$ cat src/rtl/dds_bus_pkg.sv
// rtl/dds_bus_pkg.sv - shared states, timing defaults and DDS register map for the bus arbiter
package dds_bus_pkg;

  typedef enum logic [2:0] {
    ST_INIT,
    ST_IDLE,
    ST_SETUP,
    ST_STROBE,
    ST_HOLD,
    ST_WAIT,
    ST_UPDATE
  } state_e;

  localparam int unsigned DEF_SETUP_CYC = 1;
  localparam int unsigned DEF_WR_CYC    = 2;
  localparam int unsigned DEF_HOLD_CYC  = 1;
  localparam int unsigned DEF_UD_CYC    = 4;
  localparam int unsigned DEF_MRST_CYC  = 8;

  localparam logic [4:0] ADDR_CTRL    = 5'h1F;
  localparam logic [4:0] ADDR_FTW1_LO = 5'h04;
  localparam logic [4:0] ADDR_FTW1_HI = 5'h09;
  localparam logic [4:0] ADDR_FTW2_LO = 5'h0A;
  localparam logic [4:0] ADDR_FTW2_HI = 5'h0F;
  localparam logic [4:0] ADDR_DFW_LO  = 5'h10;
  localparam logic [4:0] ADDR_DFW_HI  = 5'h15;
  localparam logic [4:0] ADDR_RAMP_LO = 5'h1A;
  localparam logic [4:0] ADDR_RAMP_HI = 5'h1C;

  // A state lasting n cycles is entered with the timer loaded to n-1.
  function automatic logic [7:0] dur_load(input int unsigned n);
    return 8'(n - 1);
  endfunction

endpackage

$ cat src/rtl/dds_bus_timer.sv
// rtl/dds_bus_timer.sv - 8-bit loadable down-counter with zero flag, shared by all timed states
module dds_bus_timer (
  input  logic       clk_i,
  input  logic       rst_i,
  input  logic       load_i,
  input  logic [7:0] value_i,
  output logic       zero_o
);

  logic [7:0] cnt_q, cnt_d;

  always_comb begin
    cnt_d = cnt_q;
    if (load_i)
      cnt_d = value_i;
    else if (cnt_q != 8'd0)
      cnt_d = cnt_q - 8'd1;
  end

  always_ff @(posedge clk_i or posedge rst_i) begin
    if (rst_i) cnt_q <= 8'd0;
    else       cnt_q <= cnt_d;
  end

  assign zero_o = (cnt_q == 8'd0);

endmodule

$ cat src/rtl/dds_bus_arbiter.sv
// rtl/dds_bus_arbiter.sv - two-requester round-robin arbiter sequencing AD9852-style parallel writes
module dds_bus_arbiter
  import dds_bus_pkg::*;
#(
  parameter int unsigned SETUP_CYC = DEF_SETUP_CYC,
  parameter int unsigned WR_CYC    = DEF_WR_CYC,
  parameter int unsigned HOLD_CYC  = DEF_HOLD_CYC,
  parameter int unsigned UD_CYC    = DEF_UD_CYC,
  parameter int unsigned MRST_CYC  = DEF_MRST_CYC
) (
  input  logic       clk_i,
  input  logic       rst_i,
  input  logic       req0_i,
  input  logic       req1_i,
  input  logic [4:0] addr0_i,
  input  logic [4:0] addr1_i,
  input  logic [7:0] data0_i,
  input  logic [7:0] data1_i,
  input  logic       last0_i,
  input  logic       last1_i,
  output logic       ack0_o,
  output logic       ack1_o,
  output logic       done0_o,
  output logic       done1_o,
  output logic [4:0] aout_o,
  output logic [7:0] dout_o,
  output logic       wrb_o,
  output logic       udclk_o,
  output logic       mreset_o,
  output logic       busy_o
);

  state_e     state_q, state_d;
  logic       gnt_q, pref_q, last_q, armed_q;
  logic       capture, cap_gnt, req_g, done_evt;
  logic       tmr_load, tmr_zero;
  logic [7:0] tmr_val;

  dds_bus_timer u_timer (
    .clk_i  (clk_i),
    .rst_i  (rst_i),
    .load_i (tmr_load),
    .value_i(tmr_val),
    .zero_o (tmr_zero)
  );

  assign req_g    = gnt_q ? req1_i : req0_i;
  assign done_evt = (state_q == ST_UPDATE) && (state_d == ST_IDLE);

  always_comb begin
    state_d  = state_q;
    capture  = 1'b0;
    cap_gnt  = gnt_q;
    tmr_load = 1'b0;
    tmr_val  = 8'd0;
    case (state_q)
      // First INIT cycle arms the timer, so MRESET spans exactly MRST_CYC cycles.
      ST_INIT: begin
        if (!armed_q) begin
          if (MRST_CYC <= 1) begin
            state_d = ST_IDLE;
          end else begin
            tmr_load = 1'b1;
            tmr_val  = 8'(MRST_CYC - 2);
          end
        end else if (tmr_zero) begin
          state_d = ST_IDLE;
        end
      end
      ST_IDLE: begin
        if (req0_i || req1_i) begin
          capture = 1'b1;
          cap_gnt = req1_i && (!req0_i || pref_q);
        end
      end
      ST_SETUP: begin
        if (tmr_zero) begin
          state_d  = ST_STROBE;
          tmr_load = 1'b1;
          tmr_val  = dur_load(WR_CYC);
        end
      end
      ST_STROBE: begin
        if (tmr_zero) begin
          state_d  = ST_HOLD;
          tmr_load = 1'b1;
          tmr_val  = dur_load(HOLD_CYC);
        end
      end
      ST_HOLD: begin
        if (tmr_zero) begin
          if (last_q) begin
            state_d  = ST_UPDATE;
            tmr_load = 1'b1;
            tmr_val  = dur_load(UD_CYC);
          end else if (req_g) begin
            capture = 1'b1;
          end else begin
            state_d = ST_WAIT;
          end
        end
      end
      ST_WAIT: begin
        if (req_g) capture = 1'b1;
      end
      ST_UPDATE: begin
        if (tmr_zero) state_d = ST_IDLE;
      end
      default: state_d = ST_INIT;
    endcase
    if (capture) begin
      state_d  = ST_SETUP;
      tmr_load = 1'b1;
      tmr_val  = dur_load(SETUP_CYC);
    end
  end

  always_ff @(posedge clk_i or posedge rst_i) begin
    if (rst_i) begin
      state_q  <= ST_INIT;
      armed_q  <= 1'b0;
      gnt_q    <= 1'b0;
      pref_q   <= 1'b0;
      last_q   <= 1'b0;
      aout_o   <= 5'd0;
      dout_o   <= 8'd0;
      wrb_o    <= 1'b1;
      udclk_o  <= 1'b0;
      mreset_o <= 1'b1;
      ack0_o   <= 1'b0;
      ack1_o   <= 1'b0;
      done0_o  <= 1'b0;
      done1_o  <= 1'b0;
      busy_o   <= 1'b1;
    end else begin
      state_q  <= state_d;
      armed_q  <= 1'b1;
      ack0_o   <= capture && !cap_gnt;
      ack1_o   <= capture && cap_gnt;
      done0_o  <= done_evt && !gnt_q;
      done1_o  <= done_evt && gnt_q;
      wrb_o    <= (state_d != ST_STROBE);
      udclk_o  <= (state_d == ST_UPDATE);
      mreset_o <= (state_d == ST_INIT);
      busy_o   <= (state_d != ST_IDLE);
      if (capture) begin
        gnt_q  <= cap_gnt;
        aout_o <= cap_gnt ? addr1_i : addr0_i;
        dout_o <= cap_gnt ? data1_i : data0_i;
        last_q <= cap_gnt ? last1_i : last0_i;
      end
      if (done_evt) pref_q <= ~gnt_q;
    end
  end

endmodule

$ cat config.mk
export PLATFORM = sky130hd
export DESIGN_NAME = dds_bus_arbiter
export DESIGN_NICKNAME = d
export VERILOG_FILES = /design/src/rtl/dds_bus_pkg.sv /design/src/rtl/dds_bus_timer.sv /design/src/rtl/dds_bus_arbiter.sv
export SDC_FILE = /design/constraint.sdc
export NUM_CORES = 1
export LEC_CHECK = 0
export CORE_MARGIN = 4
export CORE_UTILIZATION = 41
export CTS_CLUSTER_SIZE = 40
export DETAILED_ROUTE_END_ITERATION = 8
export PLACE_DENSITY = 0.72
export SLEW_MARGIN = 20
export SYNTH_ARGS = -nofsm -noshare
export SYNTH_HDL_FRONTEND = slang
export SYNTH_SLANG_ARGS = --single-unit
$ cat constraint.sdc
create_clock -name clk_i -period 2 [get_ports clk_i]
set_clock_uncertainty 0.05 [all_clocks]
set_input_delay 0.6 -clock clk_i [delete_from_list [all_inputs] [get_ports clk_i]]
set_output_delay 0.6 -clock clk_i [all_outputs]
set_load 0.01 [all_outputs]
After elaboration in Yosys (flattened, before gate mapping)
Index checks and enable logic that the tools add are counted.
{ "totals": {"rom_bits": 0, "wordCells": 80, "latchBits": 0, "mem_bits_rw": 0, "mem_count": 0, "ff_bits": 36, "in_bits": 32, "out_inout_bits": 21} }
{ "classes": {"div": 0, "eq_ne": 10, "reduce_logical": 18, "n_shift": 0, "n_mux": 34, "add_sub_neg": 1, "order_cmp": 0, "bitwise_logic": 1, "n_mul": 0} }
{ "ops": {"columns": ["op", "count"], "rows": [
  ["$mux W8", 4],
  ["$mux W3", 9],
  ["$pmux W3 S6", 1],
  ["$mux W1", 14],
  ["$eq A3 B3 Y1 const B", 4],
  ["$pmux W3 S3", 1],
  ["$logic_not A8 Y1", 1],
  ["$reduce_bool A8 Y1", 1],
  ["$sub A8 B1 Y8 const B", 1],
  ["$eq A3 B1 Y1 const B", 2],
  ["$eq A3 B2 Y1 const B", 2],
  ["$logic_and A1 B1 Y1", 6],
  ["$logic_not A3 Y1", 2],
  ["$pmux W1 S3", 2],
  ["$mux W5", 1],
  ["$mux W2", 2],
  ["$reduce_or A2 Y1", 2],
  ["$logic_not A1 Y1", 3],
  ["$ne A3 B1 Y1 const B", 1],
  ["$ne A3 B2 Y1 const B", 1],
  ["$logic_or A1 B1 Y1", 2],
  ["$reduce_bool A2 Y1", 1],
  ["$not A1 Y1", 1]
]} }

Longest topological paths before layout
{ "depth": {"depth_word": 9, "ltp_mapped": 7} }

By module
From an unflattened synthesis, not the netlist that was laid out.
{ "hier_totals": {"hier_cells": 178, "area_unflattened_um2": 1841.8} }
{ "modules_own_cells": {"columns": ["module", "cells_per_inst", "n_inst", "area_per_inst_um2"], "rows": [
  ["dds_bus_arbiter", 122, 1, 1345.0],
  ["dds_bus_timer", 56, 1, 496.7]
]} }

Least setup slack after synthesis
No wires, ideal clock.
{ "synth_path": {"path_type": "register to register", "start": "register u_timer.cnt_q[0]", "end": "register dout_o[0]", "setup_slack_ns": -0.113, "path_stages_with_launch": 8, "setup_time_ns": 0.125, "synth_period_minus_slack_ns": 2.113, "required_ns": 1.825, "arrival_time_ns": 1.938, "path_buffers": 1, "path_cell_list": "dfrtp_1 > inv_1 > ha_1 > nor3b_1 > nand2_1 > o21ai_4 > buf_6 > mux2_4"} }
{ "synth_between": {"elab_chain_len": 3} }
{ "synth_lines": {"columns": ["element", "line_no", "rtl"], "rows": [
  ["start: declaration", "dds_bus_timer.sv:10", "logic [7:0] cnt_q, cnt_d;"],
  ["start signal: assignment", "dds_bus_timer.sv:22", "else cnt_q <= cnt_d;"],
  ["$logic_not A8 Y1", "dds_bus_timer.sv:25", "assign zero_o = (cnt_q == 8'd0);"],
  ["$mux W1", "dds_bus_arbiter.sv:91", "if (tmr_zero) begin"],
  ["$pmux W1 S3", "dds_bus_arbiter.sv:56", "case (state_q)"],
  ["end signal: assignment", "dds_bus_arbiter.sv:149", "dout_o <= cap_gnt ? data1_i : data0_i;"],
  ["end: declaration", "dds_bus_arbiter.sv:26", "output logic [7:0] dout_o,"]
]} }
Every way passes these cells.
A chain may end at the register's enable or synchronous reset.

Worst setup path in the final report
{ "layout_path": {"start": "register wrb_o", "end": "output wrb_o"} }
{ "layout_lines": {"columns": ["element", "line_no", "rtl"], "rows": [
  ["start: declaration", "dds_bus_arbiter.sv:27", "output logic wrb_o,"],
  ["start signal: assignment", "dds_bus_arbiter.sv:142", "wrb_o <= (state_d != ST_STROBE);"]
]} }
No word-level cell between the ends.

==> impl_metrics.env <==
export IMPL_core_mm2=0.00450
export IMPL_vdd_drop_max_mv=0.799
export IMPL_ys_ff_latch=36
export IMPL_grt_overflow=0
export IMPL_die_area_mm2=0.00598
export IMPL_critPathTopFamily="buffers and inverters"
export IMPL_holdBufCountCts=0
export IMPL_ant_nets=0
export IMPL_post_place_ws_ns=-0.610
export IMPL_synth_edf_count=0
export IMPL_fin_crit_sh=0.981
export IMPL_track_usage=0.188
export IMPL_synth_mux_area_frac=0.185
export IMPL_place_port_buffers=52
export IMPL_cp_arrival_ns=1.31
export IMPL_synth_xor_area_frac=0.0133
export IMPL_antenna_found_initial=0
export IMPL_synth_common_cells="33 x dfrtp_1, 23 x mux2_2, 12 x nor2_1, 11 x nor3_1"
export IMPL_yosys_cell_count_top_type="dfrtp_1"
export IMPL_maxCapViolCount=0
export IMPL_ys_types=48
export IMPL_fillers=330
export IMPL_powerDensity_mw_per_mm2=1510
export IMPL_layout_setup_ws_ns=0.0381
export IMPL_initialDrtViolationCount=192
export IMPL_nNetsFinal=300
export IMPL_critPathMaxStageDelay_ns=0.52
export IMPL_chipWidth_um=77.3
export IMPL_whs_ns=0.458
export IMPL_via_per_inst=5.41
export IMPL_numCtsBuffers=5
export IMPL_syn_area_mm2=0.00197
export IMPL_clock_path_buffers=2
export IMPL_use_met2=0.319
export IMPL_synth_compound_area_frac=0.128
export IMPL_grt_use_met3=0.0394
export IMPL_drv_slew=0
export IMPL_clk_pin_slew_ns=0.07
export IMPL_synthTopCellsByArea="dfrtp_1 42%, mux2_2 13%, dfstp_2 4.0%"
export IMPL_wirelength_mm=5.15
export IMPL_path_class="reg2out"
export IMPL_finalCriticalPeriod_ns=1.96
export IMPL_leakage_nw=1.28
export IMPL_io_pins=53
export IMPL_place_congestion=0.861
export IMPL_antenna_cells=0
export IMPL_place_inst=304
export IMPL_cp_end_kind="primary output"
export IMPL_syn_nets=210
export IMPL_grt_pass1_vias=1807
export IMPL_avgRoutedWirePerCell_um=16.1
export IMPL_crit_fanout=1
export IMPL_finalHoldViolations=0
export IMPL_yosysWarnings=0
export IMPL_outcome="complete, no violations"
export IMPL_cts_tree="built"
export IMPL_final_util=0.668
export IMPL_clk_latency_ns=0.28
export IMPL_die_h_um=77.3
export IMPL_cp_cell_sequence="clkdlybuf4s50_1"
export IMPL_clockRootBuffer="clkbuf_8"
export IMPL_dp_hpwl_mm=3.68
export IMPL_setup_violations=0
export IMPL_fmax_ghz=0.510
export IMPL_start_util=0.438
export IMPL_grt_max_degree=37
export IMPL_syn_to_final_growth_pct=52.6
export IMPL_yosys_most_used_dff="dfrtp_1"
export IMPL_drive_above_1_share=0.360
export IMPL_met1_usage=0.236
export IMPL_ys_seq_area_frac=0.459
export IMPL_dr_pass1_iters=4
export IMPL_grt_pass1_wl_mm=8.85
export IMPL_busiest_layer="met2"
export IMPL_drc=0
export IMPL_instances_no_fill=319
export IMPL_total_power_mw=4.55
export IMPL_rows=24
export IMPL_syn_inst=176
export IMPL_synth_top_area_share=0.419
export IMPL_htreeDepth=2
export IMPL_critical_path_slowest_cell="clkdlybuf4s50_1"
export IMPL_avgSynthCellArea_um2=11.2
export IMPL_synthArstFlopShare=1.00
export IMPL_cp_required_ns=1.35
export IMPL_synthAdderAreaFrac=0.0178
export IMPL_num_vias=1726
export IMPL_synth_largest_area_cell="dfrtp_1"
export IMPL_cp_buffers_inverters=1
export IMPL_cp_start_kind="flop"
export IMPL_synth_top_family_by_area="multiplexers"
export IMPL_synth_simple_area_share=0.157
export IMPL_clkSinkCount=36
export IMPL_min_path_type="reg2reg"
## layer usage
metal	vias to the layer above	routed length, um
li1	816	-
met1	844	2040
met2	62	2800
met3	4	253
met4	0	55
met5	-	0
## path summary, 6_finish.rpt
kind	start	endpoint	slack (ns)	depth (start not counted)
setup / recovery	wrb_o$_DFF_PP1_	wrb_o	0.04	1
hold / removal	dout_o[6]$_DFFE_PP0P_	dout_o[6]$_DFFE_PP0P_	0.46	1
setup reg to reg	state_q[2]$_DFF_PP0_	dout_o[1]$_DFFE_PP0P_	0.09	6
hold reg to reg	dout_o[6]$_DFFE_PP0P_	dout_o[6]$_DFFE_PP0P_	0.46	1
max in group asynchronous	rst_i	mreset_o$_DFF_PP1_	1.03	3
min in group asynchronous	rst_i	aout_o[2]$_DFFE_PP0P_	0.61	3
## layout by cell type (no fill, tap or decap), drive strengths merged, types with 2 or more instances in the layout
master	count
o21ai	9
nor4	2
a21oi	8
or3b	2
buf	37
inv	8
clkbuf	8
mux2	28
clkdlybuf4s50	48
xor2	2
a2bb2oi	2
ha	2
o221ai	2
nor2b	5
nand2	8
dlygate4sd2	3
mux2i	3
nor3	11
nor2	13
nor3b	2
dfrtp	33
a211oi	2
and2	4
dfstp	3
## report_power, final
group / internal [mW] / switching, mW / leakage, nW
logic: 1.51 / 1.24 / 0.795
registers: 1.06 / 0.216 / 0.443
clock network: 0.280 / 0.250 / 0.0445
## state kept, by name, indices dropped and copies added, names as in the netlist
| name | cells |
|---|---|
| done1_o | 1 |
| u_timer.cnt_q | 8 |
| gnt_q | 1 |
| pref_q | 1 |
| ack1_o | 1 |
| armed_q | 1 |
| ack0_o | 1 |
| last_q | 1 |
| done0_o | 1 |
| mreset_o | 1 |
| state_q | 3 |
| busy_o | 1 |
| udclk_o | 1 |
| aout_o | 5 |
| wrb_o | 1 |
| dout_o | 8 |
## through the flow
step | instance area [um2] | TNS, ns
6_report | 3010 | 0
3_5_place_dp | 2790 | -13.61
3_3_place_gp | 2790 | -12.84
5_1_grt | 3010 | -0.0133
2_1_floorplan | 2000 | 0
4_1_cts | 3030 | 0
## repair_timing
action | CTS | global route
endpoints found under the hold margin | 0 | 0
setup buffers | 8 | 0
setup endpoints to repair | 30 | 22
pin swaps | 4 | 4
gates resized for setup | 17 | 7
gates cloned | 1 | 0
## layout make-up
class | instances | area, um2 | area share
inverter | 8 | 30.0 | 0.00999
sequential | 36 | 905 | 0.301
tap | 52 | 65.1 | 0.0216
clock buffer | 7 | 86.3 | 0.0287
clock inverter | 1 | 7.51 | 0.00250
timing repair buffer | 89 | 830 | 0.276
multi-input combinational | 126 | 1080 | 0.360
## logic make-up (layout without fill, tap and decap cells)
kind of cell,count (synthesis),in the layout
muxes,31,31
and+or+nand+nor,54,54
adders and majority gates,3,3
AOI/OAI and AO/OA,34,34
DFF,36,36
xor gates and xnor gates,3,3
other,1,1
buffers and inverters,14,105
(Power assumes the default switching activity.)
